[src/rtl/mem_pkg.sv]
// mem_pkg: shared packet-memory definitions for the write and read controllers.
//   ADDR_W        block index width
//   PAYLOAD_BYTES payload bytes per block
//   footer_t      per-block footer {eop, next_idx}, stored in the low bits of a block
//   BLOCK_BITS    full block width: {payload, footer_t}
//   rd_state_t    read controller FSM states
package mem_pkg;

    localparam int unsigned ADDR_W        = 7;
    localparam int unsigned PAYLOAD_BYTES = 63;

    typedef struct packed {
        logic              eop;
        logic [ADDR_W-1:0] next_idx;
    } footer_t;

    localparam int unsigned FOOTER_W   = $bits(footer_t);
    localparam int unsigned BLOCK_BITS = PAYLOAD_BYTES * 8 + FOOTER_W;

    typedef enum logic [2:0] {
        StIdle,
        StRdReq,
        StRdWait,
        StStream,
        StFree
    } rd_state_t;

endpackage

[src/rtl/memory_read_ctrl.sv]
// memory_read_ctrl: walks a frame's linked list of blocks in packet memory, streams the payload
// as byte beats with begin/end markers and returns each consumed block to the free list.
// Ports:
//   clk, rst                          clock, asynchronous active-high reset
//   start_valid_i/start_addr_i/_ready_o  frame descriptor from the arbiter
//   mem_re_o/mem_addr_o/mem_ready_i   block read request
//   mem_rvalid_i/mem_rdata_i          block read data {payload, footer_t}
//   fl_free_req_o/_idx_o/_gnt_i       block return to the free list
//   data_o/_valid_o/_begin_o/_end_o/data_ready_i  egress byte stream
//   err_o                             pulse: chain cut short by MAX_CHAIN_BLOCKS
module memory_read_ctrl
    import mem_pkg::*;
#(
    parameter int unsigned MAX_CHAIN_BLOCKS = 32
) (
    input  logic                  clk,
    input  logic                  rst,
    input  logic                  start_valid_i,
    input  logic [ADDR_W-1:0]     start_addr_i,
    output logic                  start_ready_o,
    output logic                  mem_re_o,
    output logic [ADDR_W-1:0]     mem_addr_o,
    input  logic                  mem_ready_i,
    input  logic                  mem_rvalid_i,
    input  logic [BLOCK_BITS-1:0] mem_rdata_i,
    output logic                  fl_free_req_o,
    output logic [ADDR_W-1:0]     fl_free_idx_o,
    input  logic                  fl_free_gnt_i,
    output logic [7:0]            data_o,
    output logic                  data_valid_o,
    output logic                  data_begin_o,
    output logic                  data_end_o,
    input  logic                  data_ready_i,
    output logic                  err_o
);

    localparam int unsigned BlkW  = $clog2(MAX_CHAIN_BLOCKS + 1);
    localparam int unsigned ByteW = $clog2(PAYLOAD_BYTES);
    localparam int unsigned PayW  = PAYLOAD_BYTES * 8;

    rd_state_t         state_q, state_d;
    logic [ADDR_W-1:0] cur_idx_q, cur_idx_d;
    logic [BlkW-1:0]   blk_cnt_q, blk_cnt_d;
    logic [ByteW-1:0]  byte_cnt_q, byte_cnt_d;
    logic              first_q, first_d;
    logic [PayW-1:0]   payload_q, payload_d;
    footer_t           footer_q, footer_d;
    logic              start_ready_q, start_ready_d;
    logic              mem_re_q, mem_re_d;
    logic              data_valid_q, data_valid_d;
    logic              fl_free_req_q, fl_free_req_d;

    logic cap_limit;
    logic last_blk;
    logic last_byte;

    // The chain limit only matters once the block that reaches it has been captured.
    assign cap_limit = (blk_cnt_q == BlkW'(MAX_CHAIN_BLOCKS));
    assign last_blk  = footer_q.eop | cap_limit;
    assign last_byte = (byte_cnt_q == ByteW'(PAYLOAD_BYTES - 1));

    always_comb begin
        state_d    = state_q;
        cur_idx_d  = cur_idx_q;
        blk_cnt_d  = blk_cnt_q;
        byte_cnt_d = byte_cnt_q;
        first_d    = first_q;
        payload_d  = payload_q;
        footer_d   = footer_q;

        unique case (state_q)
            StIdle: begin
                if (start_valid_i) begin
                    cur_idx_d = start_addr_i;
                    blk_cnt_d = '0;
                    first_d   = 1'b1;
                    state_d   = StRdReq;
                end
            end
            StRdReq: begin
                if (mem_ready_i) begin
                    state_d = StRdWait;
                end
            end
            StRdWait: begin
                if (mem_rvalid_i) begin
                    payload_d  = mem_rdata_i[BLOCK_BITS-1 -: PayW];
                    footer_d   = footer_t'(mem_rdata_i[FOOTER_W-1:0]);
                    blk_cnt_d  = blk_cnt_q + 1'b1;
                    byte_cnt_d = '0;
                    state_d    = StStream;
                end
            end
            StStream: begin
                if (data_ready_i) begin
                    // Current byte always sits in the top 8 bits of the shift register.
                    payload_d = payload_q << 8;
                    if (last_byte) begin
                        state_d = StFree;
                    end else begin
                        byte_cnt_d = byte_cnt_q + 1'b1;
                    end
                end
            end
            StFree: begin
                if (fl_free_gnt_i) begin
                    if (last_blk) begin
                        state_d = StIdle;
                    end else begin
                        cur_idx_d = footer_q.next_idx;
                        first_d   = 1'b0;
                        state_d   = StRdReq;
                    end
                end
            end
            default: state_d = StIdle;
        endcase

        // Handshake outputs are registered from the next state.
        start_ready_d = (state_d == StIdle);
        mem_re_d      = (state_d == StRdReq);
        data_valid_d  = (state_d == StStream);
        fl_free_req_d = (state_d == StFree);
    end

    always_ff @(posedge clk or posedge rst) begin
        if (rst) begin
            state_q       <= StIdle;
            cur_idx_q     <= '0;
            blk_cnt_q     <= '0;
            byte_cnt_q    <= '0;
            first_q       <= 1'b0;
            payload_q     <= '0;
            footer_q      <= '0;
            start_ready_q <= 1'b1;
            mem_re_q      <= 1'b0;
            data_valid_q  <= 1'b0;
            fl_free_req_q <= 1'b0;
        end else begin
            state_q       <= state_d;
            cur_idx_q     <= cur_idx_d;
            blk_cnt_q     <= blk_cnt_d;
            byte_cnt_q    <= byte_cnt_d;
            first_q       <= first_d;
            payload_q     <= payload_d;
            footer_q      <= footer_d;
            start_ready_q <= start_ready_d;
            mem_re_q      <= mem_re_d;
            data_valid_q  <= data_valid_d;
            fl_free_req_q <= fl_free_req_d;
        end
    end

    assign start_ready_o = start_ready_q;
    assign mem_re_o      = mem_re_q;
    assign mem_addr_o    = cur_idx_q;
    assign fl_free_req_o = fl_free_req_q;
    assign fl_free_idx_o = cur_idx_q;
    assign data_o        = payload_q[PayW-1 -: 8];
    assign data_valid_o  = data_valid_q;
    assign data_begin_o  = data_valid_q & first_q & (byte_cnt_q == '0);
    assign data_end_o    = data_valid_q & last_blk & last_byte;
    // Truncated chain: flagged as the cut-off block is handed back.
    assign err_o         = fl_free_req_q & fl_free_gnt_i & ~footer_q.eop & cap_limit;

endmodule

[config.mk]
export PLATFORM = sky130hd
export DESIGN_NAME = memory_read_ctrl
export DESIGN_NICKNAME = d
export VERILOG_FILES = /design/src/rtl/mem_pkg.sv /design/src/rtl/memory_read_ctrl.sv
export SDC_FILE = /design/constraint.sdc
export NUM_CORES = 2
export LEC_CHECK = 0
export BUFFER_PORTS_ARGS = -buffer_cell sky130_fd_sc_hd__clkbuf_2
export CAP_MARGIN = 20
export CORE_ASPECT_RATIO = 0.6
export CORE_MARGIN = 10
export CORE_UTILIZATION = 59
export DETAILED_ROUTE_END_ITERATION = 8
export PLACE_DENSITY = 0.84
export SLEW_MARGIN = 10
export SYNTH_ARGS = -nofsm -noshare
export SYNTH_HDL_FRONTEND = slang
export SYNTH_SLANG_ARGS = --single-unit
[constraint.sdc]
create_clock -name clk -period 33.3 [get_ports clk]
set_input_delay 6.66 -clock clk [delete_from_list [all_inputs] [get_ports clk]]
set_output_delay 6.66 -clock clk [all_outputs]
set_load 0.03 [all_outputs]
## Word-level counts from Yosys, hierarchy flattened

Index checks and enable logic that the tools add are counted.

- Register bits after elaboration: 539
- Input bits: 526
- Output and inout bits: 29
- Logic and storage cells: 75

- Add/sub/neg operators: 2
- Eq/ne operators: 15
- Multiplexer cells: 26
- Bitwise logic cells: 9
- Reduce and logical (&&, ||, !) cells: 11

Operator list:

| cell | number |
|---|---|
| two-way mux 504 bit | 2 |
| one-hot mux 504 bit (2 select lines) | 1 |
| two-way mux 6 bit | 5 |
| one-hot mux 6 bit (2 select lines) | 2 |
| two-way mux 7 bit | 3 |
| two-way mux 3 bit | 6 |
| one-hot mux 3 bit (5 select lines) | 1 |
| one-hot mux 7 bit (2 select lines) | 1 |
| adder 6 x 1 -> 6 bit, second input constant | 2 |
| == test 6 bit, second input constant | 2 |
| inequality test 2 bit, second input constant | 6 |
| == test 3 x 2 -> 1 bit, second input constant | 3 |
| AND reduction 4 bit | 2 |
| AND 1 bit | 7 |
| == test 3 x 1 -> 1 bit, second input constant | 2 |
| == test 3 bit, second input constant | 2 |
| zero test 3 bit | 2 |
| zero test 6 bit | 1 |
| AND reduction 3 bit | 2 |
| nonzero test 2 bit | 3 |
| two-way mux 1 bit | 4 |
| one-hot mux 1 bit (2 select lines) | 1 |
| AND reduction 2 bit | 1 |
| NOT 1 bit | 1 |
| OR 1 bit | 1 |

## Longest topological paths before layout

- Word-level depth: 6
- Depth in mapped cells: 8
- Gate-level depth less buffers: 6

## Least setup slack after synthesis

Ideal clock, no wire load.

- Kind: input port to output port
- Start point: input fl_free_gnt_i
- End point: output err_o
- Arrival: 7.356 ns
- Data required time: 26.640 ns
- Slack: 19.284 ns
- Stages on the path: 2
- Buffers on the path: 0
- Cells stage by stage: nand2_1 > nor3_1

- Word-level cells in the longest chain between the ends: 3

RTL lines:

| element | RTL line | source |
|---|---|---|
| start: declaration | memory_read_ctrl.sv:28 | `input logic fl_free_gnt_i,` |
| AND 1 bit (3 in series) | memory_read_ctrl.sv:164 | `assign err_o = fl_free_req_q & fl_free_gnt_i & ~footer_q.eop & cap_limit;` |
| end: declaration | memory_read_ctrl.sv:34 | `output logic err_o` |

Every way passes these cells.

## Final worst setup path

Same ends and word-level chain as after synthesis.

==> results.json <==
{
  "slowest_delay_ns": 0.23,
  "htreeDepth": 2,
  "finalCriticalPeriod_ns": 13.89,
  "ioPinCount": 555,
  "cts_root_buffer": "clkbuf_16",
  "post_cts_resized": 0,
  "viasPerCell": 5.536,
  "synth_area_leaders": "dfrtp_1 54%, mux2i_1 20%, nand2_1 7.9%",
  "worst_pin_slew_ns": 1.266,
  "holdPathStages": 2,
  "r2r-start": "state_q[0]$_DFF_PP0_",
  "outcome": "complete, no violations",
  "drv_cap": 0,
  "arrival_ns": 7.23,
  "yosys_warnings": 0,
  "finalInstanceArea_sq_um": 29290,
  "grt_pass1_wl_um": 108300,
  "p_total_uw": 3003,
  "tns_ns": 0,
  "synth.distinct_cells": 43,
  "yosysTopAreaCell": "dfrtp_1",
  "leakage_uw": 0.01485,
  "ant_nets": 0,
  "yosysSeqAreaShare_pct": 53.94,
  "drive_above_1_share_pct": 23.97,
  "grt_max_degree": 311,
  "grt_pass1_vias": 19552,
  "fin_crit_sh_pct": 41.72,
  "worst-setup-path-type": "input pin to output port",
  "firstDrtPassIters": 5,
  "cp_slowest_cell": "clkbuf_2",
  "holdBufCountCts": 0,
  "gr-total-overflow": 0,
  "route.detailed.drc": 0,
  "wl_um": 70020,
  "hold_viol_final": 0,
  "r2r_slack_ns": 28.72,
  "routabilityCongestion": 0.9217,
  "die-area_sq_um": 51290,
  "clockBufferDepth": 3,
  "crit_chain": "clkbuf_2 > nand2_1 > nor3_1 > clkbuf_2",
  "async_flop_share_pct": 100.0,
  "whs_ns": 0.4716,
  "antenna_found_initial": 32,
  "place_area_sq_um": 27460,
  "holdCritStartpoint": "footer_q[2]$_DFFE_PP0P_",
  "p_per_area_nw_per_um2": 102.5,
  "cp-start-kind": "input pin",
  "drtIter0Drc": 1774,
  "wl_per_cell_um": 20.41,
  "num_vias": 18995,
  "rows": 58,
  "slew_viol_final": 0,
  "r2r_end": "payload_q[279]$_DFFE_PP0P_",
  "fmax_mhz": 71.98,
  "nFillCells": 3110,
  "setup_viol": 0,
  "nets": 3321,
  "cts_made_buffers": 49,
  "max_slew_margin_pct": 15.60,
  "cts.clk_slew.worst_paths_ns": 0.07,
  "irDropWorstVdd_uv": 104.0,
  "start_util_pct": 59.73,
  "portBuffers": 554,
  "synth_seq_cells": 539,
  "cts_setup_buffers": 0,
  "cp_max_fo": 5,
  "insertion_delay_ns": 0.56,
  "reg2reg_depth": 7,
  "fp.dieW_um": 285.8,
  "area_growth_pct": 17.14,
  "syn-cell-area_sq_um": 25010,
  "clock-sinks": 539,
  "hpwl_um": 51140,
  "hold_end": "footer_q[2]$_DFFE_PP0P_",
  "cts_tree": "built",
  "hold_class": "flop to flop",
  "ys.flop_type": "dfrtp_1",
  "skew_ns": 0.02170,
  "synth_fp_nets": 2887,
  "synth_top_area_share_pct": 53.83,
  "crit_path_end_kind": "output port",
  "synth_cells": 2356,
  "synth-edff-count": 0,
  "design.core.area_sq_um": 41870,
  "die_height_um": 179.5,
  "synth_area_per_cell_sq_um": 10.62,
  "rsz0062_at_grt": "false",
  "grt.total_usage_pct": 26.53,
  "cpMostUsedCell": "clkbuf_2",
  "worstPathRequired_ns": 26.64
}
## state kept, by name, indices dropped and copies added (netlist names)
name	flops
fl_free_req_o	1
data_valid_o	1
footer_q	8
byte_cnt_q	6
mem_re_o	1
blk_cnt_q	6
fl_free_idx_o	7
start_ready_o	1
state_q	3
payload_q	504
first_q	1
## cells in the final DEF (no fill, tap or decap), drive strengths merged, types with 2 or more instances in the layout
| cell | instances |
|---|---|
| a21o | 2 |
| a21oi | 2 |
| a22o | 9 |
| and3 | 2 |
| and4bb | 2 |
| buf | 20 |
| bufinv | 3 |
| clkbuf | 629 |
| clkinv | 9 |
| clkinvlp | 2 |
| dfrtp | 538 |
| diode | 32 |
| ha | 5 |
| inv | 9 |
| mux2 | 16 |
| mux2i | 500 |
| nand2 | 528 |
| nand3 | 6 |
| nand3b | 3 |
| nand4 | 3 |
| nand4b | 2 |
| nor2 | 9 |
| nor3 | 5 |
| nor3b | 2 |
| o211ai | 2 |
| o21ai | 501 |
| o31ai | 4 |
| o32ai | 2 |
| xor2 | 4 |
## per-stage QoR
step           setup slack (ns)  instances  utilization, %
6_report                  19.41       3431           69.96
4_1_cts                   19.39       3395           69.51
3_3_place_gp              19.39       3305           65.57
5_1_grt                   19.33       3431           69.96
3_5_place_dp              19.40       3305           65.57
2_1_floorplan             11.58       2356               -
## synth_stat cells, drive strengths merged, types with 3 or more instances
library cell and instances:
nand4 3, dfrtp 538, mux2 16, clkbuf 54, nand3 6, nor3 5
o31ai 4, o21ai 501, mux2i 500, xor2 4, a22o 9, nor2 9
ha 5, inv 8, nand2 528, buf 137, nand3b 3
## cell families (layout without fill, tap and decap cells)
family / Yosys count / in the layout / synth area share (%)
flops: 539 / 539 / 53.94
fa+ha+maj: 5 / 5 / 0.2502
other cells: 0 / 32 / 0
buf+inv: 199 / 672 / 5.003
compound gates: 526 / 526 / 10.86
simple gates: 567 / 567 / 8.970
xor+xnor: 4 / 4 / 0.1401
mux: 516 / 516 / 20.84
## layout make-up
cell class	instances	area (sq um)	area share (%)
clock inverters	15	162.7	0.5552
diodes	32	80.08	0.2734
clock buffers	75	1486	5.074
inverters	8	37.54	0.1281
flip-flops and latches	539	13490	46.05
well taps	570	713.2	2.435
multi-input cells	1618	10270	35.07
repair buffers	574	3053	10.42
## where the power goes
| group | total (uW) | switching (uW) | internal, uW |
|---|---|---|---|
| Combinational | 1250 | 725 | 526 |
| Clock | 581 | 250 | 331 |
| Sequential | 1170 | 202 | 969 |
| Total | 3000 | 1180 | 1830 |
## layer usage
metal / wire length, um / vias up / GRT usage [%]
li1: - / 9016 / -
met1: 28750 / 9252 / 33.42
met2: 34000 / 550 / 43.69
met3: 3464 / 177 / 4.030
met4: 3802 / 0 / 14.42
met5: 0 / - / 0
## how the worst max path moves through the flow
stage	endpoint	start
2_1_floorplan	blk_cnt_q[0]$_DFFE_PP0P_	rst
3_3_place_gp	err_o	fl_free_gnt_i
3_5_place_dp	err_o	fl_free_gnt_i
4_1_cts	err_o	fl_free_gnt_i
5_1_grt	err_o	fl_free_gnt_i
6_report	err_o	fl_free_gnt_i
## critical path: cells and delay by family
family	cells	cell delay [ns]
buffers and inverters	2	0.38
AND/OR/NAND/NOR	2	0.18
(Power assumes the default switching activity.)
